`config.mk`:
```
export PLATFORM = sky130hd
export DESIGN_NAME = dcache_dirty_flush
export DESIGN_NICKNAME = d
export VERILOG_FILES = /design/src/rtl/dcache_dirty_flush.sv
export SDC_FILE = /design/constraint.sdc
export NUM_CORES = 1
export LEC_CHECK = 0
export BUFFER_PORTS_ARGS = -buffer_cell sky130_fd_sc_hd__buf_2
export CAP_MARGIN = 20
export CORE_ASPECT_RATIO = 1.25
export CORE_MARGIN = 2
export CORE_UTILIZATION = 35
export DETAILED_ROUTE_END_ITERATION = 6
export PLACE_DENSITY = 0.7
export SLEW_MARGIN = 20
export SYNTH_ARGS = -nofsm -noshare
export SYNTH_HDL_FRONTEND = slang
export SYNTH_SLANG_ARGS = --single-unit
```
`constraint.sdc`:
```
create_clock -name clk -period 3.05 [get_ports clk]
set_input_delay 0 -clock clk [delete_from_list [all_inputs] [get_ports clk]]
set_output_delay 0 -clock clk [all_outputs]
set_load 0.005 [all_outputs]
```
`src/rtl/dcache_dirty_flush.sv`:
```
// -----------------------------------------------------------------------------
// dcache_dirty_flush
//
// Flush/writeback sequencer for the data-cache dirty-bit array. It sits on the
// consumer side of the dirty tracker. A start pulse walks every line index and
// reads each dirty bit through the tracker's registered read port. Each dirty
// line gets a writeback request, and the line's dirty bit is cleared once that
// request is accepted. Stores that land on already-scanned lines during a flush
// trigger another pass. The number of passes is bounded by MAX_PASSES.
//
// Ports
//   clk, rst             clock, synchronous active-high reset
//   start                flush request pulse (ignored unless idle)
//   busy                 flush in progress
//   done, done_clean     one-cycle end-of-flush pulse; done_clean=1 when no
//                        unserviced rescan request remained
//   rd_addr, rd_clkEn    dirty-array read request (data returns next cycle)
//   rd_dirty             dirty bit for the previously requested index
//   clr_addr, clr_wen    dirty-bit clear port
//   set_addr, set_wen    snooped store-side dirty-set port
//   wb_valid, wb_addr    writeback request
//   wb_ready             writeback acceptor ready
//
// state  | meaning
// -------+-------------------------------------------------------------
// IDLE   | waiting for start
// READ   | read request for line ptr issued to the tracker
// CHECK  | tracker data for line ptr is valid; branch on dirty bit
// REQ    | writeback request for line ptr held until accepted
// DONE   | one-cycle done pulse, then back to IDLE
// -----------------------------------------------------------------------------
module dcache_dirty_flush #(
  parameter int ADDR_WIDTH = 6,
  parameter int ENTRIES    = 64,
  parameter int MAX_PASSES = 2
) (
  input  logic                  clk,
  input  logic                  rst,
  input  logic                  start,
  output logic                  busy,
  output logic                  done,
  output logic                  done_clean,
  output logic [ADDR_WIDTH-1:0] rd_addr,
  output logic                  rd_clkEn,
  input  logic                  rd_dirty,
  output logic [ADDR_WIDTH-1:0] clr_addr,
  output logic                  clr_wen,
  input  logic [ADDR_WIDTH-1:0] set_addr,
  input  logic                  set_wen,
  output logic                  wb_valid,
  output logic [ADDR_WIDTH-1:0] wb_addr,
  input  logic                  wb_ready
);

  localparam int PASS_W = (MAX_PASSES > 1) ? $clog2(MAX_PASSES) : 1;
  localparam logic [ADDR_WIDTH-1:0] PTR_LAST  = ADDR_WIDTH'(ENTRIES - 1);
  localparam logic [PASS_W-1:0]     PASS_LAST = PASS_W'(MAX_PASSES - 1);

  typedef enum logic [2:0] {
    S_IDLE  = 3'd0,
    S_READ  = 3'd1,
    S_CHECK = 3'd2,
    S_REQ   = 3'd3,
    S_DONE  = 3'd4
  } state_t;

  state_t                  state_q, state_d;
  logic [ADDR_WIDTH-1:0]   ptr_q, ptr_d;
  logic [PASS_W-1:0]       pass_q, pass_d;
  logic                    rescan_q, rescan_d;

  logic                    in_flush;
  logic                    accept;
  logic                    set_hits_scanned;
  logic                    rescan_now;
  logic                    at_last;
  logic                    advance;

  assign in_flush = (state_q != S_IDLE);
  assign accept   = (state_q == S_REQ) && wb_ready;
  assign at_last  = (ptr_q == PTR_LAST);

  // A store at or behind the scan pointer dirties a line this pass has already
  // covered (or is covering right now), so another pass is needed to catch it.
  assign set_hits_scanned = in_flush && set_wen && (set_addr <= ptr_q);

  // Include a same-cycle store so a hit on the final line's advance still
  // earns a rescan instead of only marking the flush unclean.
  assign rescan_now = rescan_q || set_hits_scanned;

  assign advance = ((state_q == S_CHECK) && !rd_dirty) || accept;

  // ---------------------------------------------------------------------------
  // State register
  // ---------------------------------------------------------------------------
  always_ff @(posedge clk) begin
    if (rst) begin
      state_q  <= S_IDLE;
      ptr_q    <= '0;
      pass_q   <= '0;
      rescan_q <= 1'b0;
    end else begin
      state_q  <= state_d;
      ptr_q    <= ptr_d;
      pass_q   <= pass_d;
      rescan_q <= rescan_d;
    end
  end

  // ---------------------------------------------------------------------------
  // Next-state logic
  // ---------------------------------------------------------------------------
  always_comb begin
    state_d  = state_q;
    ptr_d    = ptr_q;
    pass_d   = pass_q;
    rescan_d = rescan_q;

    if (set_hits_scanned) begin
      rescan_d = 1'b1;
    end

    unique case (state_q)
      S_IDLE: begin
        if (start) begin
          state_d  = S_READ;
          ptr_d    = '0;
          pass_d   = '0;
          rescan_d = 1'b0;
        end
      end
      S_READ: begin
        state_d = S_CHECK;
      end
      S_CHECK: begin
        if (rd_dirty) begin
          state_d = S_REQ;
        end
      end
      S_REQ: begin
        // Held here until accepted; the advance below handles the exit.
      end
      S_DONE: begin
        state_d = S_IDLE;
      end
      default: begin
        state_d = S_IDLE;
      end
    endcase

    // Leaving a line: step forward, start another pass, or finish.
    if (advance) begin
      if (!at_last) begin
        ptr_d   = ptr_q + ADDR_WIDTH'(1);
        state_d = S_READ;
      end else if (rescan_now && (pass_q < PASS_LAST)) begin
        // The new pass revisits every line, so any pending request is covered.
        pass_d   = pass_q + PASS_W'(1);
        ptr_d    = '0;
        rescan_d = 1'b0;
        state_d  = S_READ;
      end else begin
        state_d = S_DONE;
      end
    end
  end

  // ---------------------------------------------------------------------------
  // Output decode
  // ---------------------------------------------------------------------------
  always_comb begin
    busy       = in_flush;
    done       = 1'b0;
    done_clean = 1'b0;
    rd_clkEn   = 1'b0;
    rd_addr    = '0;
    clr_wen    = 1'b0;
    clr_addr   = '0;
    wb_valid   = 1'b0;
    wb_addr    = '0;

    unique case (state_q)
      S_READ: begin
        rd_clkEn = 1'b1;
        rd_addr  = ptr_q;
      end
      S_REQ: begin
        wb_valid = 1'b1;
        wb_addr  = ptr_q;
        // A store to this same line in the accept cycle must win over the
        // clear, otherwise the new data would lose its dirty mark.
        if (wb_ready && !(set_wen && (set_addr == ptr_q))) begin
          clr_wen  = 1'b1;
          clr_addr = ptr_q;
        end
      end
      S_DONE: begin
        done       = 1'b1;
        done_clean = ~rescan_q;
      end
      default: begin
      end
    endcase
  end

endmodule
```
==> results summary <==
The finished cells cover 0.00112 mm2. The type of element launching the critical path is a flip-flop. The total cell area at the placement stage came out at 0.00110 mm2. The initial core utilization is 37.0%.

The die outline width came out at 49.5 um. The number of antenna violations at the first check in global routing came out at 0. The number of DRC markers in iteration 0 came out at 17. The total placed cells including tap cells came out at 174. The remaining antenna violation count came out at 0.

For hold timing, the worst endpoint is pass_q. The half-perimeter wire length of the detailed placement result is 1850 um. The first-pass GRT wire length is 3700 um. The signed area change from the synthesized netlist to the final layout came out at 23.7%. In this design, the largest share of critical-path delay is due to compound AO/OA/AOI/OAI gates.

The number of synthesis warnings is 0. The reported leakage power is 0.000536 uW. The area of the die is 0.00302 mm2. The tightest min-delay check is of the in -> reg type. The reg-to-reg critical path endpoint is ptr_q[5]. The worst-margin pin slew came out at 0.450 ns. The largest net degree at the start of global routing came out at 16.

Of the total power, the share spent switching nets is 28.5%. After the last flow step, the layout net total stands at 165. The signal on the critical path passes through inv_1 > ha_1 > a21o_1 > a211oi_1 > a211oi_4 > o311ai_4 > a311oi_1. The die boundary height is 60.9 um. After clock tree synthesis, the clock-pin slew on the worst setup and hold paths is 0.07 ns. In the finished design, the share of the clock period the worst path needs comes to 70.9%. The biggest area contributor in the post-synthesis netlist is sky130_fd_sc_hd__dfxtp_1.

The maximum cell stage delay along the critical path is 0.43 ns. After synthesis, the largest area contributor takes up 24.3% of total cell area. The post-layout worst setup margin is 0.888 ns. After routing, the total negative slack on setup checks comes to 0 ns. Counting the buffers created by CTS gives 3. The maximum net fanout on the critical path is 7. The top achievable clock speed came out at 0.463 GHz. The number of buffer cells added on primary ports came out at 35.

The via total after detailed routing came out at 914. In this run the clock root is driven by a sky130_fd_sc_hd__clkbuf_4. After synthesis, the cell types taking the most area are sky130_fd_sc_hd__dfxtp_1, sky130_fd_sc_hd__ha_1, sky130_fd_sc_hd__and2_1. For the worst-skew pair, the clock arrives at the later sink with an insertion delay of 0.28 ns. The congestion estimate from routability-driven global placement came to 0.896. The post-detailed-route DRC marker count came out at 0. The number of flip-flops and latches in the synthesized netlist is 11. The cell area after synthesis is 907 um2. Across every metal layer, demand over resource in global routing totals 16.2%.

The placeable core area is 0.00245 mm2. The final non-filler cell total is 178. The count of hold-fix buffers inserted at cts came out at 0.

The internal portion of the total power is 224 uW. The count of different cell masters after synthesis came out at 36. Yosys mapped a number of flops with a built-in enable equal to 0. The post-synth net total is 130.

Counting cells, the worst reg-to-reg path comes to 7. In this run the count of I/O pins placed on the die edge is 36. The required time at the worst-slack endpoint came out at 3.20 ns.

The synthesized area divided by synthesized cell count is 8.17 um2. The utilization after layout came out at 45.8%. In this run the number of H-tree levels came out at 1. The final layout contains routed wiring with a total length of 2330 um. Among all stages on the critical path, the largest delay is contributed by sky130_fd_sc_hd__dfxtp_1. The worst hold path begins at rst. The top cell types in the final layout, fill and taps aside, are sky130_fd_sc_hd__buf_2, sky130_fd_sc_hd__and2_1, sky130_fd_sc_hd__dfxtp_1. The worst clock skew came out at 0.00730 ns. The minimum setup slack among reg-to-reg paths came out at 0.89 ns. The gate count after technology mapping came out at 111. The proportion of synthesized chip area in sequential cells came out at 24.3%. The ratio of routed vias to standard cells came out at 5.13. The signal arrival time at the worst endpoint is 2.31 ns.

Together, buffers and inverters on the worst path number 1. The largest vdd supply drop came out at 0.000225 V. In this run the power spent charging and discharging nets is 89.5 uW. At the placement stage, the worst setup path has a slack of 0.911 ns. The fraction of layout instances using a drive strength above 1 is 31.7%.

The most used flip-flop cell after synthesis is sky130_fd_sc_hd__dfxtp_1. The number of global-route vias before repair came to 831. In this run the core area contains 20 standard-cell rows.

The worst hold path passes through 2 cells. By startpoint and endpoint, the worst setup path is classified as reg -> reg. The number of max-slew violations in the final report is 0. Setup repair after global routing left no endpoint under its margin.

The library cell used most frequently in the layout, excluding fill and tap cells, is sky130_fd_sc_hd__buf_2. The buffer levels on the longest clock path is 2. The share of power burned in the clock network came out at 32.5%.

The TritonCTS clock tree is yes. The share of synthesized flip-flops with an asynchronous set or reset is 0%. The kind of capture point of the worst setup path is a flip-flop. The tightest slew margin relative to the limit is 69.9%.

The number of buffers inserted to repair setup after CTS came out at 0. The fraction of power consumed by combinational cells came out at 18.3%. The time the worst path needs with I/O delays and setup is 2.16 ns. The startpoint identified for the worst register-to-register timing path is ptr_q[4].

The total number of clock tree sinks came out at 11. The part of the total power dissipated in sequential elements is 49.2%. The run finished with clean final reports. The detail-routed net length per standard cell came out at 13.1 um. Power spread over the standard cell area amounts to 280 mW/mm2. The antenna diode count came out at 0.

The number of failing setup endpoints in the final timing report is 0. Global routing finished with a remaining overflow of 0. The number of gates resized after CTS was 0. The max-cap violation count is 0. The final-report hold violation count came out at 0.

The count of TritonRoute iterations in the first routing pass came out at 4. The fill cell total of the finished layout came out at 254.
## per-layer routing
layer	track usage, %	vias to the layer above	part of all wire, %
li1	-	465	-
met1	17.6	429	42
met2	32.0	18	53
met3	4.43	2	4.3
met4	2.38	0	0.43
met5	0	-	0
## how the worst max path moves through the flow
stage,from,endpoint,slack (ns),depth (start not counted)
final,ptr_q[4],ptr_q[5],0.89,7
after global routing,ptr_q[4],ptr_q[5],0.72,7
after CTS,ptr_q[4],ptr_q[5],0.89,7
after detailed placement,ptr_q[4],ptr_q[5],0.91,7
after global placement,ptr_q[4],ptr_q[5],0.98,7
after floorplan,ptr_q[4],ptr_q[4],1.11,7
## worst reg2reg max path, cell delays in order (launching register included)
cell and delay, ns:
sky130_fd_sc_hd__dfxtp_1 0.43, sky130_fd_sc_hd__inv_1 0.10, sky130_fd_sc_hd__ha_1 0.29, sky130_fd_sc_hd__a21o_1 0.18, sky130_fd_sc_hd__a211oi_1 0.38, sky130_fd_sc_hd__a211oi_4 0.14, sky130_fd_sc_hd__o311ai_4 0.35, sky130_fd_sc_hd__a311oi_1 0.16
## kinds of logic after synthesis
group | count (synthesis) | synth area share [%]
adders and majority gates | 7 | 9.65
DFF | 11 | 24.3
buffers and inverters | 11 | 5.52
AOI/OAI and AO/OA | 21 | 21.0
and+or+nand+nor | 61 | 39.6
## registers in the layout (all words and copies together), names as in the netlist
| name | cells |
|---|---|
| ptr_q | 6 |
| rescan_q | 1 |
| state_q | 3 |
| pass_q | 1 |
## cell usage after synthesis (2+ instances only)
master / count
sky130_fd_sc_hd__o21a_1: 2
sky130_fd_sc_hd__inv_1: 6
sky130_fd_sc_hd__nand2b_1: 2
sky130_fd_sc_hd__and3_1: 7
sky130_fd_sc_hd__nand2_1: 8
sky130_fd_sc_hd__a311oi_1: 2
sky130_fd_sc_hd__dfxtp_1: 11
sky130_fd_sc_hd__nand3b_1: 2
sky130_fd_sc_hd__or3_1: 3
sky130_fd_sc_hd__clkbuf_1: 3
sky130_fd_sc_hd__and2_1: 13
sky130_fd_sc_hd__nor2_1: 9
sky130_fd_sc_hd__nand3_1: 4
sky130_fd_sc_hd__a211oi_1: 2
sky130_fd_sc_hd__nor2b_1: 3
sky130_fd_sc_hd__ha_1: 7
sky130_fd_sc_hd__a21oi_1: 4
sky130_fd_sc_hd__a21o_1: 2
sky130_fd_sc_hd__nor3_1: 4
## area by class of cell
| class | instances | area, um2 | area share, % |
|---|---|---|---|
| tap | 33 | 41.3 | 3.68 |
| multi-input combinational | 89 | 637 | 56.7 |
| inverter | 6 | 22.5 | 2.01 |
| sequential | 11 | 220 | 19.6 |
| timing repair buffer | 35 | 175 | 15.6 |
| clock buffer | 4 | 26.3 | 2.34 |
## power by group through the flow
stage | clock network [uW] | logic [uW] | registers [uW]
floorplan | 0 | 42.6 | 152
global placement | 0 | 56.1 | 158
detailed placement | 0 | 57.5 | 158
CTS | 104 | 57.8 | 154
global route | 109 | 63.5 | 156
finish | 102 | 57.4 | 154
## stage by stage
step	power (uW)	hold slack, ns
detailed placement	215	0.334
CTS	316	0.0424
global route	328	0.0483
global placement	214	0.329
floorplan	195	0.0831
finish	314	0.0545
(Power assumes the default switching activity.)
